## config.mk

```make
export PLATFORM = sky130hd
export DESIGN_NAME = keypad_scan_ctrl
export DESIGN_NICKNAME = d
export VERILOG_FILES = /design/src/rtl/keypad_pkg.sv /design/src/rtl/sync_2ff.sv /design/src/rtl/keypad_scan_ctrl.sv
export SDC_FILE = /design/constraint.sdc
export NUM_CORES = 1
export LEC_CHECK = 0
export ABC_AREA = 0
export CAP_MARGIN = 25
export CORE_AREA = 2 2 57 86
export CTS_BUF_LIST = sky130_fd_sc_hd__clkbuf_2
export DETAILED_ROUTE_END_ITERATION = 7
export DIE_AREA = 0 0 59 88
export GPL_ROUTABILITY_DRIVEN = 0
export PLACE_DENSITY = 0.74
export SLEW_MARGIN = 20
export SYNTH_ARGS = -nofsm -noshare
export SYNTH_HDL_FRONTEND = slang
export SYNTH_SLANG_ARGS = --single-unit
```

## constraint.sdc

```tcl
create_clock -name clk -period 8.12 [get_ports clk]
set_input_delay 1.624 -clock clk [delete_from_list [all_inputs] [get_ports clk]]
set_output_delay 1.624 -clock clk [all_outputs]
set_load 0.03 [all_outputs]
```

## src/rtl/keypad_pkg.sv

```systemverilog
// Shared types and helpers for the matrix-keypad scan controller.
package keypad_pkg;

   typedef enum logic [1:0] {
      IDLE     = 2'd0,
      DEBOUNCE = 2'd1,
      HELD     = 2'd2,
      RELEASE  = 2'd3
   } state_e;

   typedef enum logic [1:0] {
      NONE   = 2'd0,
      SINGLE = 2'd1,
      MULTI  = 2'd2
   } scan_res_e;

   function automatic int code_width(input int rows, input int cols);
      return (rows * cols > 1) ? $clog2(rows * cols) : 1;
   endfunction

endpackage

```

## src/rtl/sync_2ff.sv

```systemverilog
// Two-flop synchroniser for asynchronous level inputs; resets to all-ones
// so idle (pulled-up) pins read as released.
module sync_2ff #(
   parameter int WIDTH = 1
) (
   input  logic             clk,
   input  logic             rst_n,
   input  logic [WIDTH-1:0] d,
   output logic [WIDTH-1:0] q
);

   logic [WIDTH-1:0] meta;

   always_ff @(posedge clk or negedge rst_n) begin
      if (!rst_n) begin
         meta <= '1;
         q    <= '1;
      end else begin
         meta <= d;
         q    <= meta;
      end
   end

endmodule

```

## src/rtl/keypad_scan_ctrl.sv

```systemverilog
// Column-scanning keypad controller with one shared debounce tracker that
// accepts a key only after several consecutive identical full scans.
module keypad_scan_ctrl
   import keypad_pkg::*;
#(
   parameter int  N_ROWS       = 4,
   parameter int  N_COLS       = 4,
   parameter int  SCAN_CYCLES  = 1000,
   parameter int  STABLE_SCANS = 4,
   localparam int CW           = code_width(N_ROWS, N_COLS)
) (
   input  logic              clk,
   input  logic              rst_n,
   input  logic [N_ROWS-1:0] row_async,
   output logic [N_COLS-1:0] col_drive,
   output logic [CW-1:0]     key_code,
   output logic              key_valid,
   output logic              key_held,
   output logic [1:0]        dbg_state
);

   localparam int DW   = $clog2(SCAN_CYCLES);
   localparam int CIW  = (N_COLS > 1) ? $clog2(N_COLS) : 1;
   localparam int RIW  = (N_ROWS > 1) ? $clog2(N_ROWS) : 1;
   localparam int CNTW = $clog2(STABLE_SCANS + 1);

   localparam logic [1:0] ST_IDLE     = IDLE;
   localparam logic [1:0] ST_DEBOUNCE = DEBOUNCE;
   localparam logic [1:0] ST_HELD     = HELD;
   localparam logic [1:0] ST_RELEASE  = RELEASE;

   logic [N_ROWS-1:0] row_s;

   sync_2ff #(.WIDTH(N_ROWS)) u_row_sync (
      .clk   (clk),
      .rst_n (rst_n),
      .d     (row_async),
      .q     (row_s)
   );

   // Scan sequencing; run holds off the first dwell until col 0 is actually driven.
   logic           run;
   logic [DW-1:0]  dwell_cnt;
   logic [CIW-1:0] col_idx;
   logic [CIW-1:0] col_nxt;
   logic           sample;
   logic           scan_done;

   assign sample    = run && (dwell_cnt == DW'(SCAN_CYCLES - 1));
   assign scan_done = sample && (col_idx == CIW'(N_COLS - 1));
   assign col_nxt   = (col_idx == CIW'(N_COLS - 1)) ? '0 : col_idx + CIW'(1);

   function automatic logic [N_COLS-1:0] drive_for(input logic [CIW-1:0] idx);
      logic [N_COLS-1:0] v;
      for (int c = 0; c < N_COLS; c++) begin
         v[c] = (CIW'(c) != idx);
      end
      return v;
   endfunction

   always_ff @(posedge clk or negedge rst_n) begin
      if (!rst_n) begin
         run       <= 1'b0;
         dwell_cnt <= '0;
         col_idx   <= '0;
         col_drive <= '1;
      end else if (!run) begin
         run       <= 1'b1;
         col_drive <= drive_for('0);
      end else if (sample) begin
         dwell_cnt <= '0;
         col_idx   <= col_nxt;
         col_drive <= drive_for(col_nxt);
      end else begin
         dwell_cnt <= dwell_cnt + DW'(1);
      end
   end

   // Per-column classification of closed rows.
   logic [N_ROWS-1:0] z;
   logic              col_any;
   logic              col_multi;
   logic [RIW-1:0]    row_idx;
   logic [CW-1:0]     col_code;

   assign z         = ~row_s;
   assign col_any   = |z;
   assign col_multi = |(z & (z - N_ROWS'(1)));
   assign col_code  = CW'(int'(col_idx) * N_ROWS + int'(row_idx));

   always_comb begin
      row_idx = '0;
      for (int r = 0; r < N_ROWS; r++) begin
         if (z[r]) row_idx = RIW'(r);
      end
   end

   // Scan accumulator; scan_res/scan_code fold in the column being sampled now.
   scan_res_e     acc_res;
   logic [CW-1:0] acc_code;
   scan_res_e     scan_res;
   logic [CW-1:0] scan_code;

   always_comb begin
      scan_res  = acc_res;
      scan_code = acc_code;
      if (col_multi) begin
         scan_res = MULTI;
      end else if (col_any) begin
         if (acc_res == NONE) begin
            scan_res  = SINGLE;
            scan_code = col_code;
         end else begin
            scan_res = MULTI;
         end
      end
   end

   always_ff @(posedge clk or negedge rst_n) begin
      if (!rst_n) begin
         acc_res  <= NONE;
         acc_code <= '0;
      end else if (scan_done) begin
         acc_res  <= NONE;
         acc_code <= '0;
      end else if (sample) begin
         acc_res  <= scan_res;
         acc_code <= scan_code;
      end
   end

   // Debounce FSM, stepped once per completed scan.
   logic [1:0]      state;
   logic [1:0]      state_nxt;
   logic [CW-1:0]   cand;
   logic [CW-1:0]   cand_nxt;
   logic [CNTW-1:0] cnt;
   logic [CNTW-1:0] cnt_nxt;
   logic [CNTW-1:0] cnt_inc;
   logic            accept;
   logic            same_key;

   assign cnt_inc   = cnt + CNTW'(1);
   assign same_key  = (scan_res == SINGLE) && (scan_code == cand);
   assign dbg_state = state;

   always_comb begin
      state_nxt = state;
      cand_nxt  = cand;
      cnt_nxt   = cnt;
      accept    = 1'b0;
      if (scan_done) begin
         case (state)
            ST_IDLE: begin
               if (scan_res == SINGLE) begin
                  cand_nxt = scan_code;
                  cnt_nxt  = CNTW'(1);
                  if (STABLE_SCANS == 1) begin
                     state_nxt = ST_HELD;
                     accept    = 1'b1;
                  end else begin
                     state_nxt = ST_DEBOUNCE;
                  end
               end
            end
            ST_DEBOUNCE: begin
               if (same_key) begin
                  cnt_nxt = cnt_inc;
                  if (cnt_inc == CNTW'(STABLE_SCANS)) begin
                     state_nxt = ST_HELD;
                     accept    = 1'b1;
                  end
               end else if (scan_res == SINGLE) begin
                  cand_nxt = scan_code;
                  cnt_nxt  = CNTW'(1);
               end else begin
                  state_nxt = ST_IDLE;
                  cnt_nxt   = '0;
               end
            end
            ST_HELD: begin
               // Any other key activity is ignored until a release completes.
               if (scan_res == NONE) begin
                  if (STABLE_SCANS == 1) begin
                     state_nxt = ST_IDLE;
                     cnt_nxt   = '0;
                  end else begin
                     state_nxt = ST_RELEASE;
                     cnt_nxt   = CNTW'(1);
                  end
               end
            end
            default: begin
               if (scan_res == NONE) begin
                  cnt_nxt = cnt_inc;
                  if (cnt_inc == CNTW'(STABLE_SCANS)) begin
                     state_nxt = ST_IDLE;
                     cnt_nxt   = '0;
                  end
               end else if (same_key) begin
                  state_nxt = ST_HELD;
                  cnt_nxt   = '0;
               end
            end
         endcase
      end
   end

   always_ff @(posedge clk or negedge rst_n) begin
      if (!rst_n) begin
         state     <= ST_IDLE;
         cand      <= '0;
         cnt       <= '0;
         key_code  <= '0;
         key_valid <= 1'b0;
         key_held  <= 1'b0;
      end else begin
         state     <= state_nxt;
         cand      <= cand_nxt;
         cnt       <= cnt_nxt;
         key_valid <= accept;
         key_held  <= (state_nxt == ST_HELD) || (state_nxt == ST_RELEASE);
         if (accept) key_code <= cand_nxt;
      end
   end

endmodule

```

==> flow_summary.ini <==
[outcome]
outcome = complete, no violations

[placed_design]
dp_slack_ns = 5.21
placement.io_buffers = 17
dp_hpwl_um = 3200

[drt]
wire_per_inst_um = 14.8
routed_wl_um = 4410
dr_total_vias = 1768
antenna_left = 0
vias_per_cell = 5.93
drt_iter0_markers = 61
remaining_drc_errors = 0
firstDrtPassIters = 5

[grt]
overflow = 0
grt_pass1_vias = 1776
gr-usage-all-layers_pct = 20.2
grt_pass1_wl_um = 7980
antenna_found_initial = 0
grt_max_degree = 47

[timing]
relSlewSlack_pct = 50.7
rsz0062_at_grt = false
worst_clock_skew_ns = 0.0271
slew_viol_final = 0
timing.final.ws_setup_ns = 4.83
tightest_slew_ns = 0.733
max_freq_mhz = 304
finalCriticalPeriod_ns = 3.29
hold_viol = 0
whs_ns = 0.373
min_period_over_period_pct = 40.6
setup_violations = 0
setup_tns_ns = 0

[yosys]
synth_ff_type = dfrtp_1
async_flop_share_pct = 100
netlist_area_um2 = 2400
synth_area_leaders = dfrtp_1, dfstp_2, nand2_1
synth_edf_count = 0
synth_cells = 234
synth_cell_types = 53
yosysTopAreaCellShare_pct = 35.5
synth.ff_latch_count = 46
yosysWarnings = 0
ys_seq_area_share_pct = 48.6
syn_area_per_cell_um2 = 10.3
yosysTopAreaCell = dfrtp_1
synth_fp_nets = 247

[power_and_ir_drop]
p_per_area_nw_per_um2 = 163
ir_worst_vdd_v = 0.000134
p_leak_nw = 1.19

[clock_network]
cts.path.max_buffers = 2
cts.sinks = 46
cts-root-buf = clkbuf_2
postCtsSetupBuffers = 0
cts-buffers-inserted = 5
clkSlewWorstSetupHoldPaths_ns = 0.22
cts_tree = built
cts_resized = 0
cts_hold_buf = 0
htreeDepth = 2
insertion_delay_ns = 0.42

[run]
maxCapViolations = 0

[finish]
fin_nets = 262
synthToLayoutAreaGrowth_pct = 9.81
drive_above_1_share_pct = 15.2
fillers = 373
num_antenna_cells = 0
final_common_cell = dfrtp_1
final_cell_mix = dfrtp_1, nand2_1, nor2_1

[floorplanning]
pin_count = 18
rows = 30
initial_core_util_pct = 54.2
die_h_um = 88
chipWidth_um = 59
dieArea_um2 = 5190
core_area_um2 = 4430

[setup_path]
critPathSlowestCell = clkdlybuf4s50_1
cp-start-kind = flip-flop
end_kind = primary output
critPathMaxStageDelay_ns = 0.73
required_ns = 6.50
crit_fanout = 10
critical-path-top-delay-family = buffers and inverters
cp_num_buf_inv = 1
path_class = reg2out
crit_chain = clkdlybuf4s50_1
worst_ep_arrival_time_ns = 1.67

[worst_hold_path]
min_path_type = reg2reg
-- state kept, by name, indices dropped and copies added, names as in the netlist --
signal,flops
acc_code,4
acc_res,2
cand,4
cnt,3
col_drive,4
col_idx,2
dbg_state,2
dwell_cnt,10
key_code,4
key_held,1
key_valid,1
run,1
u_row_sync.meta,4
u_row_sync.q,4
-- cells by family (layout without fill, tap and decap cells) --
logic type | count (synthesis) | in the layout | synth area share, %
AOI/OAI and AO/OA | 60 | 60 | 17.2
xor gates and xnor gates | 10 | 10 | 3.65
adders and majority gates | 7 | 7 | 3.65
buffers and inverters | 18 | 34 | 3.91
DFF | 46 | 46 | 48.6
muxes | 10 | 10 | 4.80
other | 1 | 1 | 0.156
and+or+nand+nor | 82 | 82 | 18.0
-- worst reg2reg max path: stages (launching register included) --
cell     delay, ns
dfstp_2       0.67
or3b_4        0.44
o31ai_1       0.32
o32ai_2       0.16
xnor2_1       0.20
nor4b_4       0.38
a31o_1        0.39
mux2_4        0.33
-- layout make-up --
cell class / count / area, um2 / share of cell area [%]
Timing Repair Buffer: 17 / 168 / 6.37
Multi-Input combinational cell: 170 / 1140 / 43.2
Clock buffer: 6 / 30.0 / 1.14
Sequential cell: 46 / 1170 / 44.3
Tap cell: 48 / 60.1 / 2.28
Inverter: 9 / 33.8 / 1.28
Clock inverter: 2 / 37.5 / 1.43
-- worst paths after layout --
path | start | to | slack (ns) | depth (start not counted)
setup / recovery | dbg_state[0] | dbg_state[0] | 4.83 | 1
hold reg to reg | u_row_sync.meta[0] | u_row_sync.q[0] | 0.37 | 0
max in group asynchronous | rst_n | dwell_cnt[5] | 6.55 | 1
setup reg to reg | u_row_sync.q[3] | cand[0] | 5.20 | 7
hold / removal | u_row_sync.meta[0] | u_row_sync.q[0] | 0.37 | 0
min in group asynchronous | rst_n | col_idx[1] | 1.17 | 1
-- routing by layer --
layer / share of wire, % / global-route usage (%)
met5: 0 / 0
met4: 3.5 / 9.92
met3: 2.4 / 3.10
met2: 53 / 35.6
met1: 41 / 23.3
-- through the flow --
step                      instance area [um2]  instances  util, %  power, mW
after floorplan                          2400        234        -      0.294
after detailed placement                 2560        290     57.9      0.309
after global placement                   2560        290     57.9      0.307
final                                    2630        298     59.5      0.430
after CTS                                2630        298     59.4      0.435
after global routing                     2630        298     59.5      0.453
-- Yosys cell counts (all sizes together), types with 2 or more instances --
cell,instances
dfrtp,34
nand2,29
nor2,18
o21ai,15
a21oi,14
dfstp,12
inv,9
buf,7
ha,7
mux2,6
a22o,5
nand3,5
xnor2,5
xor2,5
a21o,4
mux2i,4
nor4,4
o22ai,4
and2,3
nand4,3
nor2b,3
nor3,3
o211ai,3
o31ai,3
or3,3
a31o,2
a31oi,2
clkbuf,2
nand2b,2
o31a,2
or2,2
-- power by group --
group          internal [mW]  switching (mW)  total, mW
Clock                 0.0532          0.0714      0.125
Combinational         0.0191          0.0256     0.0447
Sequential             0.244          0.0163      0.261
Total                  0.317           0.113      0.430
Note: power is estimated with default switching activity, not from simulation.
